[src/rtl/regfile_pkg.sv]
// Shared widths and types for the register bank writeback path.
package regfile_pkg;

  localparam int DATA_W = 64;
  localparam int ADDR_W = 5;

  typedef logic [ADDR_W-1:0] reg_idx_t;
  typedef logic [DATA_W-1:0] reg_data_t;

  typedef struct packed {
    reg_idx_t  addr;
    reg_data_t data;
  } wb_req_t;

endpackage

[src/rtl/rr_arbiter.sv]
// Round-robin arbiter: the search starts one past the last granted index.
// The pointer moves only when the caller reports a completed transfer.
module rr_arbiter #(
  parameter int N = 3
) (
  input  logic         clk,
  input  logic         reset,
  input  logic [N-1:0] req,
  input  logic         advance,
  output logic [N-1:0] grant
);

  localparam int LAST_W = (N > 1) ? $clog2(N) : 1;

  logic [LAST_W-1:0] last_q, last_d;
  logic [LAST_W-1:0] sel;

  // NOTE: every output and temporary gets a default before the search loop,
  // so no path leaves a variable unassigned and no latch is inferred.
  always_comb begin
    logic found;
    int   idx;
    grant = '0;
    sel   = last_q;
    found = 1'b0;
    idx   = 0;
    for (int k = 1; k <= N; k++) begin
      idx = (int'(last_q) + k) % N;
      if (!found && req[idx]) begin
        found      = 1'b1;
        grant[idx] = 1'b1;
        sel        = LAST_W'(idx);
      end
    end
  end

  assign last_d = advance ? sel : last_q;

  // NOTE: state registers use non-blocking assignments so every flop samples
  // the pre-edge values regardless of block evaluation order.
  always_ff @(posedge clk) begin
    if (reset) begin
      last_q <= LAST_W'(N - 1);
    end else begin
      last_q <= last_d;
    end
  end

endmodule

[src/rtl/regfile_wb_arbiter.sv]
// Writeback arbiter for the register bank's single write port, with a pending
// scoreboard. Define WB_ZERO_DROP_EN to silently drop writes to ZERO_REG.
module regfile_wb_arbiter #(
  parameter int NUM_REQ  = 3,
  parameter int DATA_W   = regfile_pkg::DATA_W,
  parameter int ADDR_W   = regfile_pkg::ADDR_W,
  parameter int ZERO_REG = 31
) (
  input  logic                      clk,
  input  logic                      reset,
  input  logic [NUM_REQ-1:0]        req_valid,
  input  logic [NUM_REQ*ADDR_W-1:0] req_addr,
  input  logic [NUM_REQ*DATA_W-1:0] req_data,
  output logic [NUM_REQ-1:0]        req_ready,
  input  logic                      wb_stall,
  output logic                      wb_regwrite,
  output logic [ADDR_W-1:0]         wb_register3,
  output logic [DATA_W-1:0]         wb_datain,
  output logic [(1<<ADDR_W)-1:0]    pending
);

  localparam int NUM_REGS = 1 << ADDR_W;
`ifdef WB_ZERO_DROP_EN
  localparam logic ZERO_DROP = 1'b1;
`else
  localparam logic ZERO_DROP = 1'b0;
`endif

  logic [NUM_REQ-1:0]  grant;
  logic                xfer, zero_hit, load, accept_ok;
  logic [ADDR_W-1:0]   sel_addr;
  logic [DATA_W-1:0]   sel_data;

  logic                stage_valid_q, stage_valid_d;
  logic [ADDR_W-1:0]   stage_addr_q, stage_addr_d;
  logic [DATA_W-1:0]   stage_data_q, stage_data_d;
  logic [NUM_REGS-1:0] pending_q, pending_d;

  rr_arbiter #(.N(NUM_REQ)) u_arb (
    .clk     (clk),
    .reset   (reset),
    .req     (req_valid),
    .advance (xfer),
    .grant   (grant)
  );

  // The stage can take a new entry when empty or when it is draining this cycle.
  assign accept_ok = !stage_valid_q || !wb_stall;
  assign req_ready = reset ? '0 : (grant & {NUM_REQ{accept_ok}});
  assign xfer      = |(req_valid & req_ready);

  always_comb begin
    sel_addr = '0;
    sel_data = '0;
    for (int i = 0; i < NUM_REQ; i++) begin
      if (grant[i]) begin
        sel_addr = req_addr[i*ADDR_W +: ADDR_W];
        sel_data = req_data[i*DATA_W +: DATA_W];
      end
    end
  end

  assign zero_hit = (sel_addr == ADDR_W'(ZERO_REG));
  assign load     = xfer && !(zero_hit && ZERO_DROP);

  assign wb_regwrite  = stage_valid_q && !wb_stall;
  assign wb_register3 = stage_addr_q;
  assign wb_datain    = stage_data_q;
  assign pending      = pending_q;

  always_comb begin
    stage_valid_d = stage_valid_q;
    stage_addr_d  = stage_addr_q;
    stage_data_d  = stage_data_q;
    if (load) begin
      stage_valid_d = 1'b1;
      stage_addr_d  = sel_addr;
      stage_data_d  = sel_data;
    end else if (!wb_stall) begin
      stage_valid_d = 1'b0;
    end
  end

  // Clear for the committing entry first so a same-edge set wins.
  always_comb begin
    pending_d = pending_q;
    if (wb_regwrite) pending_d[stage_addr_q] = 1'b0;
    if (load)        pending_d[sel_addr]     = 1'b1;
  end

  // NOTE: the stage data is reset as well, because the bank-facing outputs
  // must read zero after reset rather than stale contents.
  always_ff @(posedge clk) begin
    if (reset) begin
      stage_valid_q <= 1'b0;
      stage_addr_q  <= '0;
      stage_data_q  <= '0;
      pending_q     <= '0;
    end else begin
      stage_valid_q <= stage_valid_d;
      stage_addr_q  <= stage_addr_d;
      stage_data_q  <= stage_data_d;
      pending_q     <= pending_d;
    end
  end

endmodule
[config.mk]
export PLATFORM = sky130hd
export DESIGN_NAME = regfile_wb_arbiter
export DESIGN_NICKNAME = d
export VERILOG_FILES = /design/src/rtl/regfile_pkg.sv /design/src/rtl/rr_arbiter.sv /design/src/rtl/regfile_wb_arbiter.sv
export SDC_FILE = /design/constraint.sdc
export NUM_CORES = 1
export LEC_CHECK = 0
export BUFFER_PORTS_ARGS = -buffer_cell sky130_fd_sc_hd__buf_4
export CAP_MARGIN = 20
export CORE_MARGIN = 2
export CORE_UTILIZATION = 30
export DETAILED_ROUTE_END_ITERATION = 7
export MAX_ROUTING_LAYER = met4
export PLACE_DENSITY = 0.68
export SLEW_MARGIN = 5
export SYNTH_ARGS = -nofsm -noshare
export SYNTH_HDL_FRONTEND = slang
export SYNTH_SLANG_ARGS = --single-unit
export TNS_END_PERCENT = 5
[constraint.sdc]
create_clock -name clk -period 4.2 [get_ports clk]
set_input_delay 0.42 -clock clk [delete_from_list [all_inputs] [get_ports clk]]
set_output_delay 0.42 -clock clk [all_outputs]
set_load 0.02 [all_outputs]
==> results of run 1 <==
==> per-layer routing <==
layer  vias to the layer above  routed length [um]  global-route usage [%]
li1                       3266                   -                       -
met1                      3022                9561                   26.47
met2                       267               10550                   33.08
met3                        39                1455                   3.685
met4                         0                 611                   7.920
met5                         -                   0                       -
==> per-stage QoR <==
step                      instances  setup slack, ns
after floorplan                 729            1.452
after CTS                      1268           0.7097
after global placement         1252           0.8467
after detailed placement       1252           0.7313
after global routing           1268           0.4275
final                          1268           0.7047
==> final timing paths <==
kind | endpoint | cells after the start
min reg2reg | wb_datain[0]$_SDFFE_PP0N_ | 2
max | wb_datain[16]$_SDFFE_PP0N_ | 10
max reg2reg | wb_datain[16]$_SDFFE_PP0N_ | 10
min | wb_datain[13]$_SDFFE_PP0N_ | 3
==> registers in the layout, summed over array words and instances, names as in the netlist <==
name / flops
u_arb.last_q: 2
wb_datain: 64
wb_register3: 5
pending: 32
stage_valid_q: 1
==> layout by cell type (no fill, tap or decap), types with 2 or more instances in the layout <==
| cell type | count |
|---|---|
| o22ai_1 | 4 |
| a211o_1 | 9 |
| nand2b_1 | 5 |
| and3_1 | 3 |
| o211ai_1 | 65 |
| nand4_1 | 4 |
| nor2_1 | 9 |
| or2_2 | 4 |
| o21ai_1 | 27 |
| nor3_1 | 3 |
| nor3b_1 | 5 |
| clkbuf_16 | 9 |
| o21ai_0 | 22 |
| a21oi_1 | 78 |
| o22a_1 | 3 |
| a221o_1 | 65 |
| nand2_1 | 92 |
| buf_4 | 330 |
| nand3b_1 | 22 |
| or3_1 | 3 |
| nand3_1 | 6 |
| nor2b_1 | 81 |
| inv_1 | 8 |
| o22ai_2 | 2 |
| clkinv_4 | 2 |
| a211oi_1 | 2 |
| ha_1 | 4 |
| dfxtp_1 | 104 |
==> critical path: stages (launching register included) <==
cell,delay [ns]
dfxtp_1,0.38
inv_1,0.08
ha_1,0.30
a22o_1,0.29
a211o_1,0.32
a211oi_4,0.43
a211o_1,0.26
o21a_2,0.60
buf_4,0.44
o211ai_1,0.16
a21oi_1,0.15
==> report_power, final <==
group | switching (uW) | internal [uW]
registers | 94.1 | 1130
logic | 1110 | 796
clock network | 391 | 484
==> cells by family (layout without fill, tap and decap cells) <==
kind of cell	Yosys count	count (layout)	synth area share (%)
AOI/OAI and AO/OA	293	293	35.61
adders and majority gates	4	4	0.8428
buffers and inverters	80	354	5.752
DFF	104	104	35.06
muxes	1	1	0.1896
and+or+nand+nor	247	247	22.55
==> layout make-up <==
type | instances | area [um2]
well taps | 265 | 331.6
inverters | 8 | 30.03
fillers | 1994 | 10690
clock inverters | 5 | 63.81
flip-flops and latches | 104 | 2082
multi-input cells | 545 | 3547
clock buffers | 11 | 242.7
repair buffers | 330 | 2477
==> impl_metrics.toml, run 1 <==
[pwr]
vdd_drop_max_v = 0.0001728
finalPower_uw = 4004
p_leak_uw = 0.003628
powerDensity_nw_per_um2 = 456.4

[critical_path]
path_class = "register to register"
setup.worst_path.start = "u_arb.last_q[0]$_SDFFE_PP0P_"
cp-end-kind = "register"
crit_path_max_fanout = 30
r2r_start = "u_arb.last_q[0]$_SDFFE_PP0P_"
r2r_setup_slack_ns = 0.70
critPathArrivalTime_ns = 3.77
cp-start-kind = "register"
crit_required_ns = 4.48

[timing]
min_period_ns = 3.495
hold_viol = 0
fin_setup_tns_ns = 0
worstMarginPinSlew_ns = 0.8303
post-route-period-util_pct = 83.22
slew_headroom_pct = 44.65
drv_slew = 0
max_freq_ghz = 0.2861
clock_skew_ns = 0.01082
finalSetupViolations = 0
hold_slack_ns = 0.3702
rsz0062_at_grt = "false"

[final_layout]
antenna_cells = 0
drive_above_1_share_pct = 36.39
final_cell_area_um2 = 8775
final_nets = 1215
final_core_util_pct = 45.09
area_delta_synth_final_pct = 47.77

[die]
die_x_um = 144.7
core_area_um2 = 19460
initial_utilization_pct = 30.51
num_rows = 51
dieArea_um2 = 20940
ios = 318
die_h_um = 144.7

[run]
drv_cap = 0

[synthesis]
ys.flop_type = "dfxtp_1"
synth_common_cells = "dfxtp_1 (104), nand2_1 (93), nor2b_1 (81)"
yosysTopAreaCell = "dfxtp_1"
synth_warnings = 0
synth_edf_count = 0
yosys.cell_count.top_type = "dfxtp_1"
synthTopCellsByArea = "dfxtp_1 (35%), a221o_1 (11%), nor2b_1 (8.5%)"
ys_ff_latch = 104
netlist-cell-type-count = 55
syn-num-nets = 946
synthCells = 729
yosysSeqAreaShare_pct = 35.06
avgSynthCellArea_um2 = 8.146
async_flop_share_pct = 0
yosysTopAreaCellShare_pct = 35.06
syn-cell-area_um2 = 5938

[place]
hpwl_mm = 16.54
io_buffer_count = 317
gp_congestion = 0.8636
dpl-instance-area_um2 = 8468

[global_route]
grt_pass1_vias = 6044
grt_first_pass_wirelength_mm = 32.85
grt_usage_pct = 20.80
antenna_found_initial = 0
grt_max_degree = 72
grt_overflow = 0

[cts]
cts_root_buf = "clkbuf_16"
cts.path.max_buffers = 2
ctsResizeCount = 0
cts-htree-levels = 3
cts_buffers = 9
cts_tree = "built"
clkSlewWorstSetupHoldPaths_ns = 0.08
post_cts.repair.setup_buffers = 0
clkSinkCount = 104
holdBufCountCts = 0
clk_latency_ns = 0.36

[routing]
ant_nets = 0
avgRoutedWirePerCell_um = 17.49
route.detailed.drc = 0
vias = 6594
vias_per_cell = 5.200
finalWirelength_mm = 22.18
dr.pass1.iters = 4
drt_iter0_drc = 244

[status]
status = "finished, final reports clean"

[worst_hold_path]
min-delay-start = "req_data[141]"
min_path_type = "input pin to register"
(Power assumes the default switching activity.)
==> run 2: changes to the inputs <==
==> constraint.sdc (replaced) <==
create_clock -name clk -period 3.26 [get_ports clk]
set_input_delay 0.326 -clock clk [delete_from_list [all_inputs] [get_ports clk]]
set_output_delay 0.326 -clock clk [all_outputs]
set_load 0.02 [all_outputs]
==> impl_metrics.toml, run 2 (synthesis results as in run 1) <==
[timing]
max_freq_ghz = 0.3245
worstMarginPinSlew_ns = 0.6835
hold_slack_ns = 0.2820
drv_slew = 0
slew_headroom_pct = 54.33
min_period_ns = 3.082
rsz0062_at_grt = "false"
fin_setup_tns_ns = 0
clock_skew_ns = 0.009226
hold_viol = 0
finalSetupViolations = 0
post-route-period-util_pct = 94.54
timing.final.ws_setup_ns = 0.1779

[critical_path]
cp_cell_sequence = "inv_1, ha_1, mux2_2, a21oi_2, a211oi_4, buf_4, nor2_4, buf_4, nor2_1, buf_4"
cp-end-kind = "output pin"
worst-path-buf-inv = 4
cp-start-kind = "register"
crit_required_ns = 2.93
critPathArrivalTime_ns = 2.76
cp_common_cell = "buf_4"
r2r_setup_slack_ns = 0.21
path_class = "register to output pin"
reg2regPathDepth = 8
r2r_end = "pending[31]$_SDFF_PP0_"
cp_top_family = "buffers and inverters"
slowest_stage = "buf_4"
r2r_start = "u_arb.last_q[0]$_SDFFE_PP0P_"
crit_path_max_fanout = 34
max_stage_delay_ns = 0.41

[pwr]
vdd_drop_max_v = 0.0002444
finalPower_uw = 5121
powerDensity_nw_per_um2 = 581.2
p_leak_uw = 0.003643

[place]
hpwl_mm = 16.58
gp_congestion = 0.8317
io_buffer_count = 317
pre_cts_ws_ns = 0.2250
dpl.cell_count = 1256

[cts]
cts_buffers = 9
clkSlewWorstSetupHoldPaths_ns = 0.08
cts_root_buf = "clkbuf_16"
cts.path.max_buffers = 2
cts_tree = "built"
holdBufCountCts = 0
clkSinkCount = 104
cts-htree-levels = 3
clk_latency_ns = 0.35
post_cts.repair.setup_buffers = 0

[worst_hold_path]
min_path_type = "input pin to register"
min_to = "wb_datain[46]$_SDFFE_PP0N_"
hold_depth = 3
min-delay-start = "req_data[174]"

[die]
initial_utilization_pct = 30.51
die_x_um = 144.7
core_area_um2 = 19460
num_rows = 51
ios = 318
dieArea_um2 = 20940
die_h_um = 144.7

[global_route]
grt_usage_pct = 20.75
grt_first_pass_wirelength_mm = 32.84
grt_max_degree = 77
grt_pass1_vias = 5920
antenna_found_initial = 0
grt_overflow = 0

[final_layout]
antenna_cells = 0
area_delta_synth_final_pct = 48.40
drive_above_1_share_pct = 36.68
fillerInstances = 1999
stdcell_count = 1271
final_common_cell = "buf_4"
final_nets = 1219
largest_reg_flops = 64
final_cell_mix = "buf_4 (330), dfxtp_1 (104), nand2_1 (92), nor2b_1 (81), a21oi_1 (78)"

[routing]
finalWirelength_mm = 22.60
avgRoutedWirePerCell_um = 17.78
vias_per_cell = 5.269
drt_iter0_drc = 376
dr.pass1.iters = 5
route.detailed.drc = 0
ant_nets = 0
vias = 6697

[status]
status = "finished, final reports clean"

[run]
drv_cap = 0
-- run 2: cell count changes in the layout (fill, tap and decap cells not counted) --
cell / delta
clkinv_2: +2
buf_6: +1
bufinv_16: -1
clkinv_4: -1
clkbuf_1: -1
buf_12: +3
clkinvlp_4: +1
inv_6: -1
-- run 2: worst max path at each step --
stage / startpoint / to / slack, ns / cells past startpoint
after detailed placement: u_arb.last_q[0]$_SDFFE_PP0P_ / wb_datain[43]$_SDFFE_PP0N_ / 0.22 / 10
after global routing: u_arb.last_q[0]$_SDFFE_PP0P_ / req_ready[2] / 0.01 / 10
after CTS: u_arb.last_q[0]$_SDFFE_PP0P_ / req_ready[2] / 0.17 / 10
after global placement: u_arb.last_q[0]$_SDFFE_PP0P_ / wb_datain[26]$_SDFFE_PP0N_ / 0.27 / 10
final: u_arb.last_q[0]$_SDFFE_PP0P_ / req_ready[2] / 0.18 / 10
after floorplan: u_arb.last_q[0]$_SDFFE_PP0P_ / wb_datain[42]$_SDFFE_PP0N_ / 0.51 / 13
-- run 2: cell type report --
class                   count  area, um2  area share [%]
clock inverters             5      33.78          0.3834
repair buffers            334       2549           28.92
inverters                   8      30.03          0.3408
multi-input cells         545       3547           40.25
clock buffers              10      239.0           2.712
flip-flops and latches    104       2082           23.63
well taps                 265      331.6           3.763
-- run 2: layer usage --
layer / GRT usage [%] / wire length, um
met1: 27.10 / 9738
met2: 33.03 / 10940
met3: 2.962 / 1351
met4: 7.154 / 570
met5: - / 0
-- run 2: power breakdown --
part	switching, uW	internal [uW]	total [uW]
combinational	1440	1070	2510
sequential	120	1450	1570
clock	505	535	1040
-- run 2: repair_timing --
action | in CTS | in global routing
endpoints found under the hold margin | 0 | 0
gates resized for setup | 0 | 1
endpoints found under the setup margin | 0 | 19
-- run 2: per-stage QoR --
stage / util, % / area, um2
after floorplan: - / 5938
after global placement: 43.86 / 8536
after detailed placement: 43.86 / 8536
after CTS: 45.26 / 8808
after global routing: 45.28 / 8812
final: 45.28 / 8812
-- run 2: tightest hold or removal path, delay by kind of cell --
family          cells  cell delay, ns
compound gates      2            0.19
buf+inv             1            0.08
==> run 3: changes to the inputs <==
==> constraint.sdc (replaced) <==
create_clock -name clk -period 2.9 [get_ports clk]
set_input_delay 0.29 -clock clk [delete_from_list [all_inputs] [get_ports clk]]
set_output_delay 0.29 -clock clk [all_outputs]
set_load 0.02 [all_outputs]
==> impl_metrics.toml, run 3 (synthesis results as in run 1) <==
[routing]
route.met3.wl_mm = 1.479
top_layer = "met4"
route.detailed.drc = 0
avgRoutedWirePerCell_um = 17.34
finalWirelength_mm = 22.39
vias_per_cell = 5.249
vias = 6777
dr_wl_met2_mm = 10.99
drt_iter0_drc = 354
dr.pass1.iters = 5
ant_nets = 0
wl_met1_mm = 9.468

[worst_hold_path]
min_to = "wb_datain[33]$_SDFFE_PP0N_"
min-delay-start = "req_data[161]"
hold_depth = 3
min_path_type = "input pin to register"

[die]
die_x_um = 144.7
die_h_um = 144.7
num_rows = 51
initial_utilization_pct = 30.51
ios = 318
dieArea_um2 = 20940
core_area_um2 = 19460

[critical_path]
r2r_setup_slack_ns = 0.13
critPathArrivalTime_ns = 3.03
cp-start-kind = "register"
r2r_start = "u_arb.last_q[1]$_SDFFE_PP1P_"
reg2regPathDepth = 12
crit_required_ns = 3.16
cp-end-kind = "register"
path_class = "register to register"
crit_path_max_fanout = 8
r2r_end = "pending[31]$_SDFF_PP0_"

[place]
io_buffer_count = 317
hpwl_mm = 16.45
pre_cts_ws_ns = -0.03609
gp_congestion = 0.8645

[cts]
cts-htree-levels = 3
cts.path.max_buffers = 2
holdBufCountCts = 0
cts_root_buf = "clkbuf_16"
cts_buffers = 9
clkSinkCount = 104
cts_tree = "built"
clk_latency_ns = 0.36
clkSlewWorstSetupHoldPaths_ns = 0.08

[final_layout]
antenna_cells = 0
seq_area_um2 = 2087
drive_above_1_share_pct = 39.08
final_core_util_pct = 46.73
final_nets = 1238
area_delta_synth_final_pct = 53.16
multi_input_area_um2 = 3618
final_cell_mix = "buf_4 (343), dfxtp_1 (102), nand2_1 (92), nor2b_1 (81), a21oi_1 (78)"
final_common_cell = "buf_4"
fillerInstances = 1970
largest_reg_flops = 64

[global_route]
grt_max_degree = 105
grt_first_pass_wirelength_mm = 33.07
grt_pass1_vias = 6156
antenna_found_initial = 0
grt_overflow = 0
grt_usage_pct = 20.74

[timing]
finalSetupViolations = 0
post-route-period-util_pct = 95.40
min_period_ns = 2.767
hold_viol = 0
hold_slack_ns = 0.2390
rsz0062_at_grt = "true"
timing.final.ws_setup_ns = 0.1335
max_freq_ghz = 0.3615
worstMarginPinSlew_ns = 1.159
clock_skew_ns = 0.01067
slew_headroom_pct = 22.76
drv_slew = 0

[pwr]
p_leak_uw = 0.003765
finalPower_uw = 5931
powerDensity_nw_per_um2 = 652.1
vdd_drop_max_v = 0.0002518

[status]
status = "finished, final reports clean"

[run]
drv_cap = 0
==> run 3: changes by cell type in the layout (fill, tap and decap cells not counted), moves of 2 or more <==
cell,change
or3_4,+2
ha_4,+3
buf_4,+13
or3_1,-2
dfxtp_1,-2
ha_1,-3
buf_12,+4
==> run 3: how the worst max path moves through the flow <==
stage / startpoint / to / cells past startpoint
after CTS: u_arb.last_q[0]$_SDFFE_PP0P_ / req_ready[2] / 10
after global placement: u_arb.last_q[0]$_SDFFE_PP0P_ / pending[31]$_SDFF_PP0_ / 9
after global routing: u_arb.last_q[1]$_SDFFE_PP1P_ / pending[1]$_SDFF_PP0_ / 12
after floorplan: u_arb.last_q[0]$_SDFFE_PP0P_ / wb_datain[42]$_SDFFE_PP0N_ / 13
after detailed placement: u_arb.last_q[0]$_SDFFE_PP0P_ / pending[31]$_SDFF_PP0_ / 9
final: u_arb.last_q[1]$_SDFFE_PP1P_ / pending[31]$_SDFF_PP0_ / 12
==> run 3: area by class of cell <==
class                      instances  area share, %
clock buffer                      10          2.518
clock inverter                     6         0.4953
timing repair buffer             352          30.28
tap                              265          3.646
inverter                           8         0.3302
multi-input combinational        546          39.79
sequential                       104          22.95
==> run 3: repair_timing <==
| action | CTS | global route |
|---|---|---|
| cloned | 0 | 1 |
| buffers inserted | 0 | 5 |
| pin swaps | 0 | 5 |
| setup endpoints to repair | 10 | 94 |
| resized for setup | 4 | 18 |
==> run 3: power breakdown <==
| group | switching [uW] | internal, uW | leakage [uW] |
|---|---|---|---|
| Combinational | 1640 | 1350 | 0.00279 |
| Clock | 574 | 587 | 0.000125 |
| Sequential | 141 | 1630 | 0.000845 |
==> run 3: metrics by stage <==
stage / cell area [um2] / setup TNS, ns / cells
after floorplan: 5938 / 0 / 729
after CTS: 8967 / -0.008791 / 1285
after global placement: 8683 / 0 / 1269
after detailed placement: 8683 / -0.03609 / 1269
after global routing: 9095 / -0.03819 / 1291
final: 9095 / 0 / 1291
==> run 3: worst max-delay path, cell delays in order (launching register included) <==
cell	delay, ns
dfxtp_2	0.38
inv_1	0.10
buf_4	0.14
ha_1	0.20
buf_4	0.16
nand4bb_1	0.09
a211o_1	0.21
buf_4	0.15
nand3_2	0.12
a21oi_1	0.23
a221oi_1	0.14
or4_4	0.57
o22ai_2	0.18
==> run 3: metal layers <==
layer  vias to the layer above  GRT usage [%]
li1                       3311              -
met1                      3164          25.93
met2                       269          34.40
met3                        33          3.323
met4                         0          6.694
met5                         -              -
